`config.mk`:
```
export PLATFORM = sky130hd
export DESIGN_NAME = apb_arbiter_flat
export DESIGN_NICKNAME = d
export VERILOG_FILES = /design/src/rtl/apb_arbiter_if.sv /design/src/rtl/apb_arbiter.sv /design/src/flat_wrapper.sv
export SDC_FILE = /design/constraint.sdc
export NUM_CORES = 1
export LEC_CHECK = 0
export ABC_AREA = 1
export ABC_CLOCK_PERIOD_IN_PS = 1400
export BUFFER_PORTS_ARGS = -buffer_cell sky130_fd_sc_hd__buf_2
export CAP_MARGIN = 20
export CORE_MARGIN = 2
export CORE_UTILIZATION = 42
export DETAILED_ROUTE_END_ITERATION = 8
export GPL_ROUTABILITY_DRIVEN = 0
export HOLD_SLACK_MARGIN = 0.1
export PLACE_DENSITY = 0.87
export RECOVER_POWER = 50
export SLEW_MARGIN = 20
export SYNTH_ARGS = -nofsm -noshare
export SYNTH_HDL_FRONTEND = slang
export SYNTH_SLANG_ARGS = --single-unit
```
`constraint.sdc`:
```
create_clock -name pclk -period 1.4 [get_ports pclk]
set_input_delay 0.35 -clock pclk [delete_from_list [all_inputs] [get_ports pclk]]
set_output_delay 0.35 -clock pclk [all_outputs]
set_load 0.05 [all_outputs]
```
`src/rtl/apb_arbiter_if.sv`:
```
// rtl/apb_arbiter_if.sv - APB bus bundle between the arbiter (master) and a single slave
interface apb_arbiter_if #(
    parameter int addrWidth = 32,
    parameter int dataWidth = 32
) ();
    logic [addrWidth-1:0] paddr;
    logic                 pwrite;
    logic                 psel;
    logic                 penable;
    logic [dataWidth-1:0] pwdata;
    logic [dataWidth-1:0] prdata;
    logic                 pready;

    modport master (
        output paddr, pwrite, psel, penable, pwdata,
        input  prdata, pready
    );

    modport slave (
        input  paddr, pwrite, psel, penable, pwdata,
        output prdata, pready
    );
endinterface

```
`src/rtl/apb_arbiter.sv`:
```
// rtl/apb_arbiter.sv - two-requester round-robin arbiter onto one APB master; optional timeout via APB_ARB_TIMEOUT_EN
module apb_arbiter #(
    parameter int addrWidth = 32,
    parameter int dataWidth = 32
) (
    input  logic                 pclk,
    input  logic                 rst,

    input  logic                 req0_valid,
    input  logic                 req0_write,
    input  logic [addrWidth-1:0] req0_addr,
    input  logic [dataWidth-1:0] req0_wdata,
    output logic                 req0_ready,
    output logic                 req0_done,
    output logic [dataWidth-1:0] req0_rdata,
    output logic                 req0_err,

    input  logic                 req1_valid,
    input  logic                 req1_write,
    input  logic [addrWidth-1:0] req1_addr,
    input  logic [dataWidth-1:0] req1_wdata,
    output logic                 req1_ready,
    output logic                 req1_done,
    output logic [dataWidth-1:0] req1_rdata,
    output logic                 req1_err,

    apb_arbiter_if.master        apb
);
    typedef enum logic [1:0] {IDLE, SETUP, ACCESS} state_t;

    state_t               state, state_nxt;
    logic                 rr_ptr;      // requester favoured when both are valid
    logic                 owner;       // requester whose transfer is on the bus
    logic                 grant0, grant1;
    logic                 psel_c, penable_c;
    logic                 finish;      // transfer ends at this edge
    logic                 timeout;

    logic [addrWidth-1:0] paddr_q;
    logic                 pwrite_q;
    logic [dataWidth-1:0] pwdata_q;
    logic                 done0_q, done1_q, err0_q, err1_q;
    logic [dataWidth-1:0] rdata0_q, rdata1_q;

`ifdef APB_ARB_TIMEOUT_EN
    logic [3:0] wait_cnt;

    // Count consecutive wait cycles in ACCESS; cleared while in SETUP so it starts at 0 on entry.
    always_ff @(posedge pclk) begin
        if (rst) begin
            wait_cnt <= 4'd0;
        end else if (state == SETUP) begin
            wait_cnt <= 4'd0;
        end else if (state == ACCESS && !apb.pready) begin
            wait_cnt <= wait_cnt + 4'd1;
        end
    end

    // The 16th wait cycle in a row gives up on the slave.
    assign timeout = (state == ACCESS) && !apb.pready && (wait_cnt == 4'hF);
`else
    assign timeout = 1'b0;
`endif

    assign finish = (state == ACCESS) && (apb.pready || timeout);

    // State register.
    always_ff @(posedge pclk) begin
        if (rst) begin
            state <= IDLE;
        end else begin
            state <= state_nxt;
        end
    end

    // Next state, grant selection and APB phase controls.
    always_comb begin
        state_nxt = state;
        grant0    = 1'b0;
        grant1    = 1'b0;
        psel_c    = 1'b0;
        penable_c = 1'b0;
        case (state)
            IDLE: begin
                grant0 = req0_valid && (!req1_valid || !rr_ptr);
                grant1 = req1_valid && (!req0_valid ||  rr_ptr);
                if (grant0 || grant1) begin
                    state_nxt = SETUP;
                end
            end
            SETUP: begin
                psel_c    = 1'b1;
                state_nxt = ACCESS;
            end
            ACCESS: begin
                psel_c    = 1'b1;
                penable_c = 1'b1;
                if (apb.pready || timeout) begin
                    state_nxt = IDLE;
                end
            end
            default: state_nxt = IDLE;
        endcase
    end

    // Command capture on acceptance and completion reporting one cycle after the transfer ends.
    always_ff @(posedge pclk) begin
        if (rst) begin
            paddr_q  <= '0;
            pwrite_q <= 1'b0;
            pwdata_q <= '0;
            owner    <= 1'b0;
            rr_ptr   <= 1'b0;
            done0_q  <= 1'b0;
            done1_q  <= 1'b0;
            err0_q   <= 1'b0;
            err1_q   <= 1'b0;
            rdata0_q <= '0;
            rdata1_q <= '0;
        end else begin
            done0_q <= 1'b0;
            done1_q <= 1'b0;
            err0_q  <= 1'b0;
            err1_q  <= 1'b0;
            if (grant0 || grant1) begin
                paddr_q  <= grant1 ? req1_addr  : req0_addr;
                pwrite_q <= grant1 ? req1_write : req0_write;
                pwdata_q <= grant1 ? req1_wdata : req0_wdata;
                owner    <= grant1;
                rr_ptr   <= ~grant1;
            end
            if (finish) begin
                if (!owner) begin
                    done0_q <= 1'b1;
                    err0_q  <= timeout;
                    if (timeout) begin
                        rdata0_q <= '0;
                    end else if (!pwrite_q) begin
                        rdata0_q <= apb.prdata;
                    end
                end else begin
                    done1_q <= 1'b1;
                    err1_q  <= timeout;
                    if (timeout) begin
                        rdata1_q <= '0;
                    end else if (!pwrite_q) begin
                        rdata1_q <= apb.prdata;
                    end
                end
            end
        end
    end

    assign req0_ready  = grant0;
    assign req1_ready  = grant1;
    assign req0_done   = done0_q;
    assign req1_done   = done1_q;
    assign req0_err    = err0_q;
    assign req1_err    = err1_q;
    assign req0_rdata  = rdata0_q;
    assign req1_rdata  = rdata1_q;

    assign apb.paddr   = paddr_q;
    assign apb.pwrite  = pwrite_q;
    assign apb.pwdata  = pwdata_q;
    assign apb.psel    = psel_c;
    assign apb.penable = penable_c;
endmodule

```
`src/flat_wrapper.sv`:
```
// flat-port wrapper written by rule: the top's interface ports become plain ports
module apb_arbiter_flat 
#(
    parameter int addrWidth = 32,
    parameter int dataWidth = 32
)
  (pclk, rst, req0_valid, req0_write, req0_addr, req0_wdata, req0_ready, req0_done, req0_rdata, req0_err, req1_valid, req1_write, req1_addr, req1_wdata, req1_ready, req1_done, req1_rdata, req1_err, apb_paddr, apb_pwrite, apb_psel, apb_penable, apb_pwdata, apb_prdata, apb_pready);
  apb_arbiter_if #(.addrWidth(addrWidth), .dataWidth(dataWidth)) apb_i ();
  input  logic pclk;
  input  logic rst;
  input  logic req0_valid;
  input  logic req0_write;
  input  logic [addrWidth-1:0] req0_addr;
  input  logic [dataWidth-1:0] req0_wdata;
  output logic req0_ready;
  output logic req0_done;
  output logic [dataWidth-1:0] req0_rdata;
  output logic req0_err;
  input  logic req1_valid;
  input  logic req1_write;
  input  logic [addrWidth-1:0] req1_addr;
  input  logic [dataWidth-1:0] req1_wdata;
  output logic req1_ready;
  output logic req1_done;
  output logic [dataWidth-1:0] req1_rdata;
  output logic req1_err;
  output wire logic [$bits(apb_i.paddr)-1:0] apb_paddr;
  output wire logic [$bits(apb_i.pwrite)-1:0] apb_pwrite;
  output wire logic [$bits(apb_i.psel)-1:0] apb_psel;
  output wire logic [$bits(apb_i.penable)-1:0] apb_penable;
  output wire logic [$bits(apb_i.pwdata)-1:0] apb_pwdata;
  input wire logic [$bits(apb_i.prdata)-1:0] apb_prdata;
  input wire logic [$bits(apb_i.pready)-1:0] apb_pready;
  assign apb_paddr = apb_i.paddr;
  assign apb_pwrite = apb_i.pwrite;
  assign apb_psel = apb_i.psel;
  assign apb_penable = apb_i.penable;
  assign apb_pwdata = apb_i.pwdata;
  assign apb_i.prdata = apb_prdata;
  assign apb_i.pready = apb_pready;
  apb_arbiter #(.addrWidth(addrWidth), .dataWidth(dataWidth)) u_core (.pclk(pclk), .rst(rst), .req0_valid(req0_valid), .req0_write(req0_write), .req0_addr(req0_addr), .req0_wdata(req0_wdata), .req0_ready(req0_ready), .req0_done(req0_done), .req0_rdata(req0_rdata), .req0_err(req0_err), .req1_valid(req1_valid), .req1_write(req1_write), .req1_addr(req1_addr), .req1_wdata(req1_wdata), .req1_ready(req1_ready), .req1_done(req1_done), .req1_rdata(req1_rdata), .req1_err(req1_err), .apb(apb_i));
endmodule
```
---- Word-level counts from Yosys, hierarchy flattened ----
Cells that the tools add are included.
storage, ports and cells
  register bits ........................... 135
  input bits .............................. 167
  logic and storage cells ................. 46
operators by class
  eq/ne operators ......................... 4
  multiplexer cells ....................... 12
  bitwise gates (word level) .............. 4
  reduce and logical (&&, ||, !) cells .... 16
operators by type and width
  operator              number
  $mux W32              2
  $mux W1               7
  $pmux W2 S3           1
  $reduce_and A3 Y1     2
  $logic_or A1 B1 Y1    4
  $mux W2               2
  $not A1 Y1            4
  $reduce_or A2 Y1      2
  $logic_and A1 B1 Y1   3
  $logic_not A1 Y1      3
  $eq A2 B1 Y1 const B  1
  $eq A2 B2 Y1 const B  1
  $logic_not A2 Y1      1
  $ne A2 B1 Y1 const B  1
  $ne A2 B2 Y1 const B  1
  $reduce_and A2 Y1     1

---- Longest topological paths before layout ----
  word-level depth ........................ 6
  depth in mapped cells ................... 11

---- Worst setup path after synthesis ----
Ideal clock, no wire load.
  path type ............................... reg2reg
  start ................................... reg u_core.state[0]
  end ..................................... reg u_core.rdata0_q[22] (netlist: u_core.req0_rdata[22])
  arrival ................................. 1.693 ns
  required time ........................... 1.284 ns
  path slack .............................. -0.409 ns
  cell stages (with the launch flop) ...... 9
  path buffers ............................ 1
  clock period less this slack ............ 1.809 ns
  path through ............................ dfxtp_1 > inv_1 > ha_1 > nand2_1 > nor2_4 > nand2_2 > clkbuf_1 > o21ai_0 > nor2_1
on the way
  cells in the longest elaborated chain, start to end .. 3
ends and longest elaborated chain
  item                                RTL line            RTL
  start: declaration                  apb_arbiter.sv:31   state_t state, state_nxt;
  start signal: assignment            apb_arbiter.sv:72   state <= state_nxt;
  $eq A2 B2 Y1                        apb_arbiter.sv:65   assign finish = (state == ACCESS) && (apb.pready || timeout);
  $logic_and A1 B1 Y1                 apb_arbiter.sv:65
  $reduce_and A3 Y1 (no source line)  n/a
  end signal: assignment              apb_arbiter.sv:139  rdata0_q <= apb.prdata;
  end: declaration                    apb_arbiter.sv:43   logic [dataWidth-1:0] rdata0_q, rdata1_q;
Every way passes these cells.
A chain may end at the register's enable or synchronous reset.

---- Final worst setup path ----
  start ................................... reg u_core.state[0]
  end ..................................... reg u_core.rdata0_q[21] (netlist: u_core.req0_rdata[21])
The elaborated chain is that of the path after synthesis.

==> flow_metrics.tcl <==
set metrics [dict create \
    p_leak_nw 5.35 \
    post_drt_via_cell_ratio 5.18 \
    hold_violations 0 \
    fin_crit_ps 1780 \
    wirelength_um 23600 \
    num_vias 7289 \
    grt_pass1_vias 7107 \
    fmax_mhz 563 \
    final.setup_skew_ps 13.4 \
    synth_top_cell_by_area "dfxtp_1" \
    h-tree-depth 4 \
    p_total_w 0.0159 \
    endpoint_kind "flip-flop" \
    grt_pass1_wl_um 34700 \
    routedWlPerCell_um 16.8 \
    cts_hold_buf 0 \
    dp_hpwl_um 12600 \
    antenna_found_initial 2 \
    p_comb_share_pct 40.1 \
    rsz0062_at_grt "yes" \
    dr.pass1.iters 5 \
    p_per_area_nw_per_um2 1570 \
    p_sw_share_pct 39.9 \
    cts_tree "yes" \
    clk_latency_ps 410 \
    setup_viol 145 \
    worstPathArrival_ps 2070 \
    peakVddDrop_uv 987 \
    nets 1379 \
    yosysSeqAreaShare_pct 44.2 \
    ys_seq_elements 135 \
    synth_area_um2 6120 \
    syn_to_final_growth_pct 65.8 \
    cts-root-buf "clkbuf_16" \
    path_class "flip-flop to flip-flop" \
    p_switching_w 0.00636 \
    die_w_um 125 \
    port-buffer-count 301 \
    whs_ps 201 \
    coreArea_um2 14400 \
    synth_cells 891 \
    tightest_slew_ps 624 \
    tns_ps -29190 \
    p_seq_share_pct 29.6 \
    grt_usage_pct 27.5 \
    drv_slew 0 \
    fin_ws_ps -377 \
    synthTopCellsByArea "dfxtp_1 44%, nand3_1 13%, nand2_1 11%, inv_1 8.5%, o21ai_0 4.4%" \
    crit_fanout 6 \
    final_antenna_net_count 0 \
    drc_errors 0 \
    multi_input_area_um2 3300 \
    clockBufferDepth 2 \
    cts_sinks 135 \
    rows 44 \
    clock_power_share_pct 30.4 \
    yosysTopAreaCellShare_pct 44.2 \
    final_cell_mix "260 x buf_2, 139 x nand3_1, 134 x inv_1, 134 x nand2_1, 132 x dfxtp_1" \
    p_int_w 0.00958 \
    layout-drive-gt1-share_pct 45.8 \
    post-place-ws_ps -147 \
    synth_warnings 0 \
    post-route-util_pct 70.6 \
    grt_max_degree 66 \
    die-height_um 125 \
    slew_headroom_pct 58.4 \
    violations "negative setup slack" \
    gr-total-overflow 0 \
    dieArea_um2 15600 \
    mostFrequentLayoutCell "buf_2" \
    cp.required_ps 1690 \
    top_level_ports 304 \
    clk_pin_slew_ps 70 \
    nFillCells 1047 \
    first_iter_violations 526 \
    outcome "finished, violations left" \
    hold_path_class "input port to flip-flop" \
    fin_crit_sh_pct 127 \
    numCtsBuffers 17 \
    synth_cell_type_count 21 \
    cap_violations 0 \
    crit_path_start_kind "flip-flop" \
    start_util_pct 42.6 \
    synth_area_per_cell_um2 6.87 \
    final-seq-area_um2 2710 \
]
[metrics by stage]
| stage | std cells | instance area [um^2] |
|---|---|---|
| 2_1_floorplan | 892 | 6200 |
| 3_3_place_gp | 1338 | 7910 |
| 3_5_place_dp | 1338 | 7910 |
| 4_1_cts | 1398 | 9440 |
| 5_1_grt | 1406 | 10100 |
| 6_report | 1407 | 10100 |
[area by class of cell]
class                      instances  area share [%]
multi-input combinational        547            32.5
timing repair buffer             365            26.7
sequential                       135            26.7
inverter                         143            5.55
clock buffer                      19            4.36
tap                              184            2.27
clock inverter                    13            1.90
antenna                            1          0.0247
[power by group through the flow]
stage	Clock (W)	Combinational (W)	Sequential, W
finish	0.00484	0.00638	0.00471
global route	0.00507	0.00682	0.00477
CTS	0.00487	0.00606	0.00468
detailed placement	0	0.00534	0.00473
global placement	0	0.00528	0.00471
floorplan	0	0.00225	0.00649
[synthesized netlist by cell type (all sizes together)]
cell	number
nand2	174
nand3	162
inv	143
dfxtp	135
o21ai	99
nor2	67
buf	48
a21oi	36
clkbuf	19
ha	3
nand3b	2
nor3	2
conb	1
[timing repair]
item                       in CTS  in global routing
pin swaps                      46                 53
setup endpoints to repair      98                180
gates resized for setup       120                218
hold endpoints to repair        0                  0
buffers inserted               16                 14
cloned                         13                  2
[worst max-delay path, stage by stage (launching register included)]
cell and delay (ps):
dfxtp_2 330, inv_4 70, buf_6 100, ha_4 140, buf_6 100, nand2_4 50
nor2_4 140, buf_6 140, nand2_8 100, buf_12 160, buf_16 140, o21ai_2 120
nor2_1 70
[per-layer routing]
metal / part of all wire (%) / vias up / global-route usage (%) / routed length, um
met1: 35 / 3353 / 29.2 / 8350
met5: 0.068 / - / 0 / 16
met3: 7.9 / 105 / 7.17 / 1870
met4: 6.0 / 2 / 15.6 / 1430
met2: 51 / 390 / 49.2 / 12000
li1: - / 3439 / - / -
[final timing paths]
check                                           from  depth (start not counted)                                  to  slack (ps)
setup / recovery        u_core.state[0]$_SDFFE_PP0P_                         12  u_core.req0_rdata[21]$_SDFFE_PP0P_        -380
setup reg to reg        u_core.state[0]$_SDFFE_PP0P_                         12  u_core.req0_rdata[21]$_SDFFE_PP0P_        -380
hold reg to reg   u_core.req1_rdata[15]$_SDFFE_PP0P_                          2  u_core.req1_rdata[15]$_SDFFE_PP0P_         480
hold / removal                        apb_prdata[26]                          3  u_core.req0_rdata[26]$_SDFFE_PP0P_         200
[sequential cells by signal, summed over array words and instances, names as in the netlist]
name and cells:
u_core.apb.paddr 32, u_core.apb.pwdata 32, u_core.req0_rdata 32, u_core.req1_rdata 32, u_core.state 2, u_core.apb.pwrite 1, u_core.owner 1, u_core.req0_done 1
u_core.req1_done 1, u_core.rr_ptr 1
[logic make-up after synthesis]
| group | Yosys count | share of synthesized area (%) |
|---|---|---|
| AOI/OAI and AO/OA | 135 | 11.0 |
| adders and majority gates | 3 | 0.613 |
| buffers and inverters | 210 | 15.5 |
| DFF | 135 | 44.2 |
| other | 1 | 0.0613 |
| and+or+nand+nor | 407 | 28.6 |
(Power assumes the default switching activity.)
